===== src/rtl/bpsk_phase_modulator.sv =====
// bpsk_phase_modulator: coherent BPSK phase word plus a sinc-gated amplitude envelope.
// BPSK_ENVELOPE_RAMP_EN builds the ramped envelope; otherwise the envelope switches on and off in one step.
module bpsk_phase_modulator #(
    parameter int PHASE_W = 32,
    parameter int AMP_W   = 16
) (
    input  logic               clk,
    input  logic               rst,
    input  logic               sinc,
    input  logic               code_bit,
    input  logic [PHASE_W-1:0] tuning_word,
    input  logic [AMP_W-1:0]   amp_max,
    input  logic [AMP_W-1:0]   ramp_step,
    output logic [PHASE_W-1:0] phase_out,
    output logic [AMP_W-1:0]   amp_out,
    output logic               tx_active,
    output logic               tx_done
);
    typedef enum logic [1:0] {IDLE, RAMP_UP, HOLD, RAMP_DOWN} state_t;
    state_t state_q, state_d;
    logic [PHASE_W-1:0] acc_q, acc_d, phase_q, phase_d;
    logic [AMP_W-1:0] amp_q, amp_d;
    logic active_q, active_d, done_q, done_d;
`ifdef BPSK_ENVELOPE_RAMP_EN
    logic [AMP_W-1:0] amax_q, amax_d, step_q, step_d;
    logic [AMP_W-1:0] up_base, up_step, up_max, up_amp, dn_amp;
    logic [AMP_W:0] up_sum;
    logic go_down;
    always_comb begin
        // From IDLE the first step uses the live inputs, since they are being latched on this edge.
        up_base = (state_q == IDLE) ? '0 : amp_q;
        up_step = (state_q == IDLE) ? ramp_step : step_q;
        up_max  = (state_q == IDLE) ? amp_max : amax_q;
        up_sum  = {1'b0, up_base} + {1'b0, up_step};
        up_amp  = (up_step == '0 || up_sum >= {1'b0, up_max}) ? up_max : up_sum[AMP_W-1:0];
        dn_amp  = (step_q != '0 && amp_q > step_q) ? amp_q - step_q : '0;
        go_down = (state_q == RAMP_DOWN) || (state_q != IDLE && !sinc);
    end
`else
    logic unused_step;
    assign unused_step = ^ramp_step;
`endif
    always_comb begin
        state_d = state_q;
        amp_d   = amp_q;
        done_d  = 1'b0;
        acc_d   = acc_q + tuning_word;
        phase_d = acc_q + {code_bit, {(PHASE_W-1){1'b0}}};
`ifdef BPSK_ENVELOPE_RAMP_EN
        amax_d = amax_q;
        step_d = step_q;
        if (go_down) begin
            amp_d   = dn_amp;
            state_d = (dn_amp == '0) ? IDLE : RAMP_DOWN;
            done_d  = (dn_amp == '0);
        end else if (sinc) begin
            // HOLD with sinc high re-evaluates to amax, so it shares the ramp-up path.
            amp_d   = up_amp;
            state_d = (state_q != IDLE && up_amp == amax_q) ? HOLD : RAMP_UP;
            amax_d  = (state_q == IDLE) ? amp_max : amax_q;
            step_d  = (state_q == IDLE) ? ramp_step : step_q;
        end
`else
        if (state_q == IDLE && sinc) begin
            state_d = HOLD;
            amp_d   = amp_max;
        end else if (state_q != IDLE && !sinc) begin
            state_d = IDLE;
            amp_d   = '0;
            done_d  = 1'b1;
        end
`endif
        active_d = (state_d != IDLE);
    end
    always_ff @(posedge clk) begin
        if (rst) begin
            state_q  <= IDLE;
            acc_q    <= '0;
            phase_q  <= '0;
            amp_q    <= '0;
            active_q <= 1'b0;
            done_q   <= 1'b0;
`ifdef BPSK_ENVELOPE_RAMP_EN
            amax_q   <= '0;
            step_q   <= '0;
`endif
        end else begin
            state_q  <= state_d;
            acc_q    <= acc_d;
            phase_q  <= phase_d;
            amp_q    <= amp_d;
            active_q <= active_d;
            done_q   <= done_d;
`ifdef BPSK_ENVELOPE_RAMP_EN
            amax_q   <= amax_d;
            step_q   <= step_d;
`endif
        end
    end
    assign phase_out = phase_q;
    assign amp_out   = amp_q;
    assign tx_active = active_q;
    assign tx_done   = done_q;
endmodule


===== config.mk =====
export PLATFORM = sky130hd
export DESIGN_NAME = bpsk_phase_modulator
export DESIGN_NICKNAME = d
export VERILOG_FILES = /design/src/rtl/bpsk_phase_modulator.sv
export SDC_FILE = /design/constraint.sdc
export NUM_CORES = 1
export LEC_CHECK = 0
export CAP_MARGIN = 25
export CORE_UTILIZATION = 34
export CTS_CLUSTER_DIAMETER = 50
export DETAILED_ROUTE_END_ITERATION = 10
export REMOVE_ABC_BUFFERS = 1
export SLEW_MARGIN = 40
export SYNTH_ARGS = -nofsm -noshare
export SYNTH_HDL_FRONTEND = slang
export SYNTH_SLANG_ARGS = --single-unit

===== constraint.sdc =====
create_clock -name clk -period 4 [get_ports clk]
set_clock_uncertainty 0.15 [all_clocks]
set_input_delay 0.8 -clock clk [delete_from_list [all_inputs] [get_ports clk]]
set_output_delay 0.8 -clock clk [all_outputs]
set_load 0.02 [all_outputs]

==> impl_metrics.env <==
export IMPL_die_y_um=112
export IMPL_required_ns=4.08
export IMPL_slew_violations=0
export IMPL_tightest_slew_ns=0.661
export IMPL_diodes=0
export IMPL_grt_max_degree=28
export IMPL_cp_slowest_cell="clkdlybuf4s50_1"
export IMPL_hpwlAfterDp_mm=7.15
export IMPL_power_frac_seq=0.306
export IMPL_utilization=0.476
export IMPL_cts_made_buffers=9
export IMPL_post_route_min_period_ns=3.55
export IMPL_p_int_mw=2.36
export IMPL_maxClockFrequency_mhz=281
export IMPL_totalWireLength_mm=9.55
export IMPL_end_kind="register"
export IMPL_critical_path_class="primary input to register"
export IMPL_start_util=0.354
export IMPL_layout_cells_non_filler=707
export IMPL_fin_nets=661
export IMPL_htree_levels=3
export IMPL_timing_hold_ws_ns=0.317
export IMPL_outcome="finished, violations left"
export IMPL_seq_area_um2=1680
export IMPL_place_ws_ns=0.114
export IMPL_place_area_um2=5240
export IMPL_numPortBuffers=101
export IMPL_core_um2=11600
export IMPL_clk_pin_slew_ns=0.06
export IMPL_cts_hold_buf=0
export IMPL_ir_drop_mv=0.231
export IMPL_max_cap_violations=0
export IMPL_num_fill_cells=1150
export IMPL_ys_seq_elements=84
export IMPL_cts_root_buf="clkbuf_16"
export IMPL_cts_setup_buffers=0
export IMPL_die_w_um=112
export IMPL_yosysWarnings=0
export IMPL_relSlewSlack=0.557
export IMPL_grtUsageTotal=0.159
export IMPL_multi_input_area_um2=2320
export IMPL_synth_top_cell_area_share=0.409
export IMPL_num_rows=39
export IMPL_gr_total_overflow=0
export IMPL_fin_crit_sh=0.888
export IMPL_tns_ns=0
export IMPL_cts_tree="built"
export IMPL_avgSynthCellArea_um2=8.84
export IMPL_worstPathMaxFanout=4
export IMPL_cts_buffer_depth=2
export IMPL_ys_types=45
export IMPL_p_clk_frac=0.211
export IMPL_synth_seq_area_share=0.409
export IMPL_clock_latency_ns=0.34
export IMPL_failed_checks="design-rule violations"
export IMPL_grt_pass1_vias=3401
export IMPL_postLayoutCellArea_um2=5530
export IMPL_num_vias=3504
export IMPL_ios=118
export IMPL_leakage_nw=2.32
export IMPL_cts_resized_gates=0
export IMPL_drc=10
export IMPL_fin_total_pwr_mw=3.79
export IMPL_area_growth_pct=34.5
export IMPL_netlist_area_um2=4110
export IMPL_viasPerCell=4.96
export IMPL_synth_largest_area_cell="dfxtp_1"
export IMPL_start_kind="primary input"
export IMPL_placed_cells=691
export IMPL_synth_area_top_cells="dfxtp_1 41%, ha_1 10%, nor2b_1 6.7%"
export IMPL_power_density_nw_per_um2=686
export IMPL_path_cells="clkdlybuf4s50_1, ha_1, fa_1, a21o_1, a221oi_2, o21a_2, o21ai_2, a31o_2, a31oi_1, mux2_2"
export IMPL_firstDrtPassIters=7
export IMPL_dieArea_um2=12500
export IMPL_pwr_share_comb=0.483
export IMPL_antenna_found_initial=0
export IMPL_gp_congestion=0.843
export IMPL_crit_arrival_ns=3.63
export IMPL_grt_pass1_wl_mm=16.0
export IMPL_setup_slack_ns=0.447
export IMPL_layout_drive_gt1_share=0.0638
export IMPL_p_sw_mw=1.43
export IMPL_hold_class="register to register"
export IMPL_cts_sinks=84
export IMPL_swShare=0.378
export IMPL_wl_per_cell_um=13.5
export IMPL_ant_nets=0
export IMPL_synthCells=465
export IMPL_report_final_setup_viol=0
export IMPL_hold_viol_final=0
export IMPL_cpPeakStageDelay_ns=0.42
export IMPL_rsz0062_at_grt="no"
export IMPL_drt_iter0_markers=280
placed cells by master (no fill, tap or decap), drive strengths merged, types with 3 or more instances in the layout:
master	count
a21oi	42
o21ai	21
clkbuf	11
a31oi	5
and4	3
inv	9
or2	3
nand2	29
nor2	55
buf	4
xor2	10
mux2	6
or3	3
nor3	5
ha	33
clkdlybuf4s50	100
dfxtp	84
a21o	16
o21bai	4
nand2b	5
a22oi	16
clkinv	3
xnor2	10
and3	5
nand3	9
a21boi	3
o21a	6
nor2b	44
cell usage after synthesis, drive strengths merged:
| master | number |
|---|---|
| a211o | 1 |
| a21boi | 3 |
| inv | 8 |
| nand2b | 5 |
| a221o | 1 |
| or2 | 3 |
| o21ai | 21 |
| dfxtp | 84 |
| nand4 | 2 |
| and3 | 5 |
| and4 | 3 |
| nor4 | 1 |
| o21a | 6 |
| and2 | 2 |
| fa | 1 |
| nor2b | 44 |
| mux2 | 6 |
| ha | 33 |
| a31o | 2 |
| xor2 | 10 |
| nor3 | 5 |
| o31a | 2 |
| nor2 | 55 |
| nand3 | 9 |
| nor4b | 1 |
| a31oi | 5 |
| a22oi | 16 |
| buf | 1 |
| nor3b | 1 |
| a21oi | 42 |
| o21bai | 4 |
| a21o | 16 |
| a221oi | 1 |
| o2111ai | 2 |
| o311a | 1 |
| clkbuf | 20 |
| or3 | 3 |
| o31ai | 1 |
| nand2 | 29 |
| xnor2 | 10 |
power groups by stage:
stage	Combinational (mW)	Sequential (mW)	Clock (mW)
final	1.83	1.16	0.801
after global routing	2.06	1.19	0.857
after detailed placement	1.82	1.18	0
after CTS	1.83	1.16	0.826
after floorplan	1.23	1.26	0
after global placement	1.80	1.17	0
layer usage:
layer  track usage  vias up  routed length [µm]
met5             0        -                   0
met4        0.0551        0                 100
met3        0.0348        6                 508
met2         0.253       90                4230
met1         0.214     1592                4710
li1              -     1816                   -
critical path, delay by kind of cell:
family                   cells  cell delay (ns)
multiplexers                 1             0.35
adder cells (fa/ha/maj)      2             0.65
buffers and inverters        1             0.42
AO/OA/AOI/OAI                6             1.40
path summary, 6_finish.rpt:
| path | endpoint | startpoint | depth (start not counted) | slack (ns) |
|---|---|---|---|---|
| max | acc_q[20] | tuning_word[0] | 10 | 0.45 |
| max reg2reg | acc_q[20] | acc_q[0] | 9 | 1.06 |
| min | phase_out[27] | acc_q[27] | 1 | 0.32 |
| min reg2reg | phase_out[27] | acc_q[27] | 1 | 0.32 |
cell type report:
| cell class | instances | share of cell area |
|---|---|---|
| Timing Repair Buffer | 104 | 0.186 |
| Clock inverter | 5 | 0.00634 |
| Sequential cell | 84 | 0.304 |
| Clock buffer | 11 | 0.0457 |
| Inverter | 8 | 0.00543 |
| Tap cell | 143 | 0.0324 |
| Multi-Input combinational cell | 352 | 0.420 |
state kept, by name (all words and copies together), names as in the netlist:
signal / count
acc_q: 32
amp_out: 16
state_q: 2
tx_done: 1
tx_active: 1
phase_out: 32
kinds of logic (layout without fill, tap and decap cells):
kind of cell / count (synthesis) / after routing / share of synthesized area
AOI/OAI and AO/OA: 124 / 124 / 0.197
xor gates and xnor gates: 20 / 20 / 0.0426
adders and majority gates: 34 / 34 / 0.105
buffers and inverters: 29 / 128 / 0.0265
DFF: 84 / 84 / 0.409
muxes: 6 / 6 / 0.0164
and+or+nand+nor: 168 / 168 / 0.203
Note: power is estimated with default switching activity, not from simulation.
==> patch 1 (same flow settings) <==
Add a define of `BPSK_ENVELOPE_RAMP_EN`.
--- a/src/rtl/bpsk_phase_modulator.sv
+++ b/src/rtl/bpsk_phase_modulator.sv
@@ -2,2 +2,4 @@
 // BPSK_ENVELOPE_RAMP_EN builds the ramped envelope; otherwise the envelope switches on and off in one step.
+`define BPSK_ENVELOPE_RAMP_EN
+
 module bpsk_phase_modulator #(
Function: changed (Yosys sat finds a counterexample within 4 cycles, from zero or initial values and one cycle with rst high).
==> patch 1 against the unedited design <==
- the run ends with negative setup slack left
- total power grew 100%
- worst hold slack gained 0.0017 ns
- final area grew 110%
- combinational power grew 140%
- setup slack lost 1.9 ns
- non-clock buffer count grew 196
- sequential cell count grew 32
- die area grew 89%
- global-route usage grew 4.4 points
- area after synthesis grew 91%
- wire length grew 150%
- clock power grew 97%
- count of clock-buffer cells in the layout grew 6
- critical path type is now register to register
- largest power group unchanged
- highest routed layer unchanged
==> patch 1: results (changes against the unedited design) <==
DP Area - 10500 um2 (was 5240 um2)
Sequential-to-total area share from yosys stat - 29.6% (was 40.9%)
CP peak stage delay - 0.37 ns (was 0.42 ns)
Share of cells above drive strength 1 - 21.7% (was 6.38%)
Top cells by instance count after synthesis - dfxtp_1 (116), nor2_1 (116), ha_1 (79) (was dfxtp_1 (84), nor2_1 (55), nor2b_1 (44))
Routed vias/inst - 5.14 (was 4.96)
FILL cells - 2139 (was 1150)
Largest net degree at the start of global routing - 55 (was 28)
Port Buffers - 117 (was 101)
Crit-path max FO - 3 (was 4)
Pre-Repair DR Iteration Count - 5 (was 7)
Distinct cells, synth - 67 (was 45)
VDD IR max - 324 uV (was 231 uV)
CTS Buf Count - 17 (was 9)
Setup ws final - -1.48 ns (was 0.447 ns)
Total GRT Usage - 20.3% (was 15.9%)
Routability cong. - 0.894 (was 0.843)
Worst-Margin Slew - 0.796 ns (was 0.661 ns)
Final Net Count - 1383 (was 661)
Post-Route WL - 23.7 mm (was 9.55 mm)
Failing checks - negative setup slack (was design-rule violations)
Leak pwr - 0.00520 uW (was 0.00232 uW)
Worst R2R Path Depth - 22 (was 9)
Ranking of synthesized cells by area - dfxtp_1 (30%), ha_1 (13%), nor2_1 (5.6%) (was dfxtp_1 (41%), ha_1 (10%), nor2b_1 (6.7%))
# setup viols final - 18 (was 0)
H-tree depth - 4 (was 3)
Final setup TNS - -22.21 ns (was 0 ns)
Outcome - finished with violations (unchanged)
Vias in the first global route - 7756 (was 3401)
[patch 1: cells by family (layout without fill, tap and decap cells)]
logic type	count (synthesis)	in the layout	synth area share, %
flops	116	116	29.6
compound gates	273	273	23.1
xor+xnor	59	59	6.60
simple gates	317	317	20.1
buf+inv	79	374	3.82
fa+ha+maj	82	82	13.4
mux	25	25	3.29
[patch 1: final cells by class]
cell class,instances,share of cell area (%)
clock inverters,15,1.50
flip-flops and latches,116,20.2
well taps,285,3.09
clock buffers,17,3.68
repair buffers,300,22.8
multi-input cells,756,47.4
inverters,42,1.37
[patch 1: worst paths after layout]
kind | slack, ns | from | end
max reg2reg | -1.48 | state_q[1] | state_q[1]
max | -1.48 | state_q[1] | state_q[1]
min reg2reg | 0.32 | acc_q[2] | phase_out[2]
min | 0.32 | acc_q[2] | phase_out[2]
[patch 1: metal layers]
| layer | GRT usage [%] | vias up | routed length (um) |
|---|---|---|---|
| li1 | - | 4014 | - |
| met1 | 25.4 | 3659 | 11000 |
| met2 | 34.3 | 157 | 11200 |
| met3 | 4.54 | 32 | 976 |
| met4 | 7.10 | 0 | 533 |
| met5 | 0 | - | 0 |
[patch 1: where the power goes]
group,internal (uW),switching [uW]
clock,934,644
sequential,1450,137
combinational,2190,2250
[patch 1: what timing repair did]
| action | 4_1_cts | 5_1_grt |
|---|---|---|
| endpoints found under the setup margin | 18 | 19 |
| pin swaps | 23 | 28 |
| gates cloned | 1 | 0 |
| gates resized for setup | 37 | 31 |
| setup buffers | 7 | 8 |
[patch 1: per-stage QoR]
step,power [uW],std cells,utilization [%]
floorplan,4130,914,-
global placement,5560,1485,46.5
detailed placement,5600,1485,46.5
CTS,7440,1525,50.1
global route,8180,1531,51.0
finish,7610,1531,51.0
==> patch 2 (same settings) <==
Made on the original files. Reset style: asynchronous (`rst`), changed in one clocked block.
--- a/src/rtl/bpsk_phase_modulator.sv
+++ b/src/rtl/bpsk_phase_modulator.sv
@@ -74,3 +74,3 @@
     end
-    always_ff @(posedge clk) begin
+    always_ff @(posedge clk or posedge rst) begin
         if (rst) begin
Behaviour: differs if rst is asserted again (counterexample within 4 cycles, from zero or initial values and one cycle with rst high); with rst held inactive, the same outputs for 10 cycles.
==> patch 2 against the unedited design <==
- sequential cell count unchanged
- final area grew 3.4%
- combinational power up 50%
- count of clock-buffer cells in the layout is 1 lower
- area after synthesis is 3.0% higher
- sequential power up 24%
- wire length increased by 3.5%
- global-route usage rose by 0.31 points
- setup slack better by 0.35 ns
- total power grew 31%
- via count decreased by 2.2%
- highest routed layer unchanged
==> patch 2: results (changes against the unedited design) <==
Outcome - finished, final reports clean (was finished with violations)
Share of cells above drive strength 1 - 6.60% (was 6.38%)
Met1 WL - 4.49 mm (was 4.71 mm)
Ranking of synthesized cells by area - dfrtp_1 (50%), ha_1 (9.8%), nand2_1 (5.3%) (was dfxtp_1 (41%), ha_1 (10%), nor2b_1 (6.7%))
Crit-path max FO - 3 (was 4)
Routed wire per std cell - 14.5 um (was 13.5 um)
Sequential-to-total area share from yosys stat - 49.6% (was 40.9%)
Final Net Count - 612 (was 661)
Routability cong. - 0.871 (was 0.843)
Largest net degree at the start of global routing - 36 (was 28)
Top cells by instance count after synthesis - dfrtp_1 (84), nand2_1 (60), ha_1 (33) (was dfxtp_1 (84), nor2_1 (55), nor2b_1 (44))
Synth Area per Inst - 10.4 um2 (was 8.84 um2)
Vias in the first global route - 3412 (was 3401)
Placed Cells - 667 (was 691)
Met2 routed WL - 4.70 mm (was 4.23 mm)
VDD IR max - 283 uV (was 231 uV)
Fin cells - 683 (was 707)
Yosys warning total - 0 (unchanged)
Dpl hpwl - 7.49 mm (was 7.15 mm)
Initial DRC Count - 170 (was 280)
CP Data Arrival Time - 3.26 ns (was 3.63 ns)
Synth async-reset ratio - 100% (was 0%)
First-pass GRT wire length - 16.4 mm (was 16.0 mm)
Routed wl met3 - 484 um (was 508 um)
Total GRT Usage - 16.3% (was 15.9%)
Distinct cells, synth - 54 (was 45)
Routed vias/inst - 5.02 (was 4.96)
Slew margin rel. - 59.9% (was 55.7%)
Inserted Diodes - 0 (unchanged)
Pre-Repair DR Iteration Count - 4 (was 7)
Leak pwr - 0.00247 uW (was 0.00232 uW)
patch 2: cell count changes after synthesis, moves of 6 or more:
cell / unedited run / this run
a22oi_1: 16 / 0
a21oi_1: 42 / 31
o21ai_0: 19 / 28
nand2_1: 29 / 60
dfrtp_1: 0 / 84
xnor2_1: 10 / 16
nor2b_1: 44 / 0
clkbuf_1: 20 / 7
nor2_1: 55 / 16
nand3_1: 9 / 3
dfxtp_1: 84 / 0
patch 2: layout make-up:
| type | instances | area [um2] |
|---|---|---|
| Inverter | 12 | 46.3 |
| Clock inverter | 6 | 47.5 |
| Timing Repair Buffer | 103 | 1030 |
| Clock buffer | 10 | 239 |
| Sequential cell | 84 | 2100 |
| Fill cell | 1106 | 6350 |
| Tap cell | 168 | 210 |
| Multi-Input combinational cell | 300 | 2040 |
patch 2: logic make-up (layout without fill, tap and decap cells):
kind of cell	count (synthesis)	after routing	synth area share (%)
flops	84	84	49.6
fa+ha+maj	34	34	10.2
xor+xnor	26	26	5.38
compound gates	125	125	20.0
simple gates	114	114	12.4
buf+inv	23	131	2.16
mux	1	1	0.266
patch 2: path summary, 6_finish.rpt:
| check | slack (ns) | from | depth (start not counted) | to |
|---|---|---|---|---|
| worst max-delay path | 0.80 | tuning_word[0] | 9 | acc_q[26] |
| worst min-delay path | 0.23 | acc_q[24] | 0 | phase_out[24] |
| worst max register to register | 1.32 | acc_q[0] | 8 | acc_q[26] |
| worst min register to register | 0.23 | acc_q[24] | 0 | phase_out[24] |
| max in group asynchronous | 2.20 | rst | 3 | acc_q[14] |
| min in group asynchronous | 0.68 | rst | 2 | phase_out[2] |
patch 2: per-stage QoR:
step | setup WS, ns | hold slack [ns] | area (um2) | total power, uW
finish | 0.801 | 0.228 | 5710 | 4970
global placement | 0.522 | 0.211 | 5430 | 4150
detailed placement | 0.465 | 0.216 | 5430 | 4180
floorplan | 0.885 | 0.207 | 4190 | 3260
CTS | 0.821 | 0.229 | 5710 | 5000
global route | 0.697 | 0.235 | 5710 | 5350
patch 2: power by group:
part	leakage [uW]	internal, uW	switching [uW]	total (uW)
logic	0.00132	1200	1540	2750
clock network	0.000139	441	339	780
registers	0.00101	1270	172	1440
patch 2: layer usage:
metal  track usage [%]  vias to the layer above
met4              7.28                        0
li1                  -                     1678
met3              3.45                       22
met2              26.4                       97
met1              20.9                     1631
met5                 0                        -
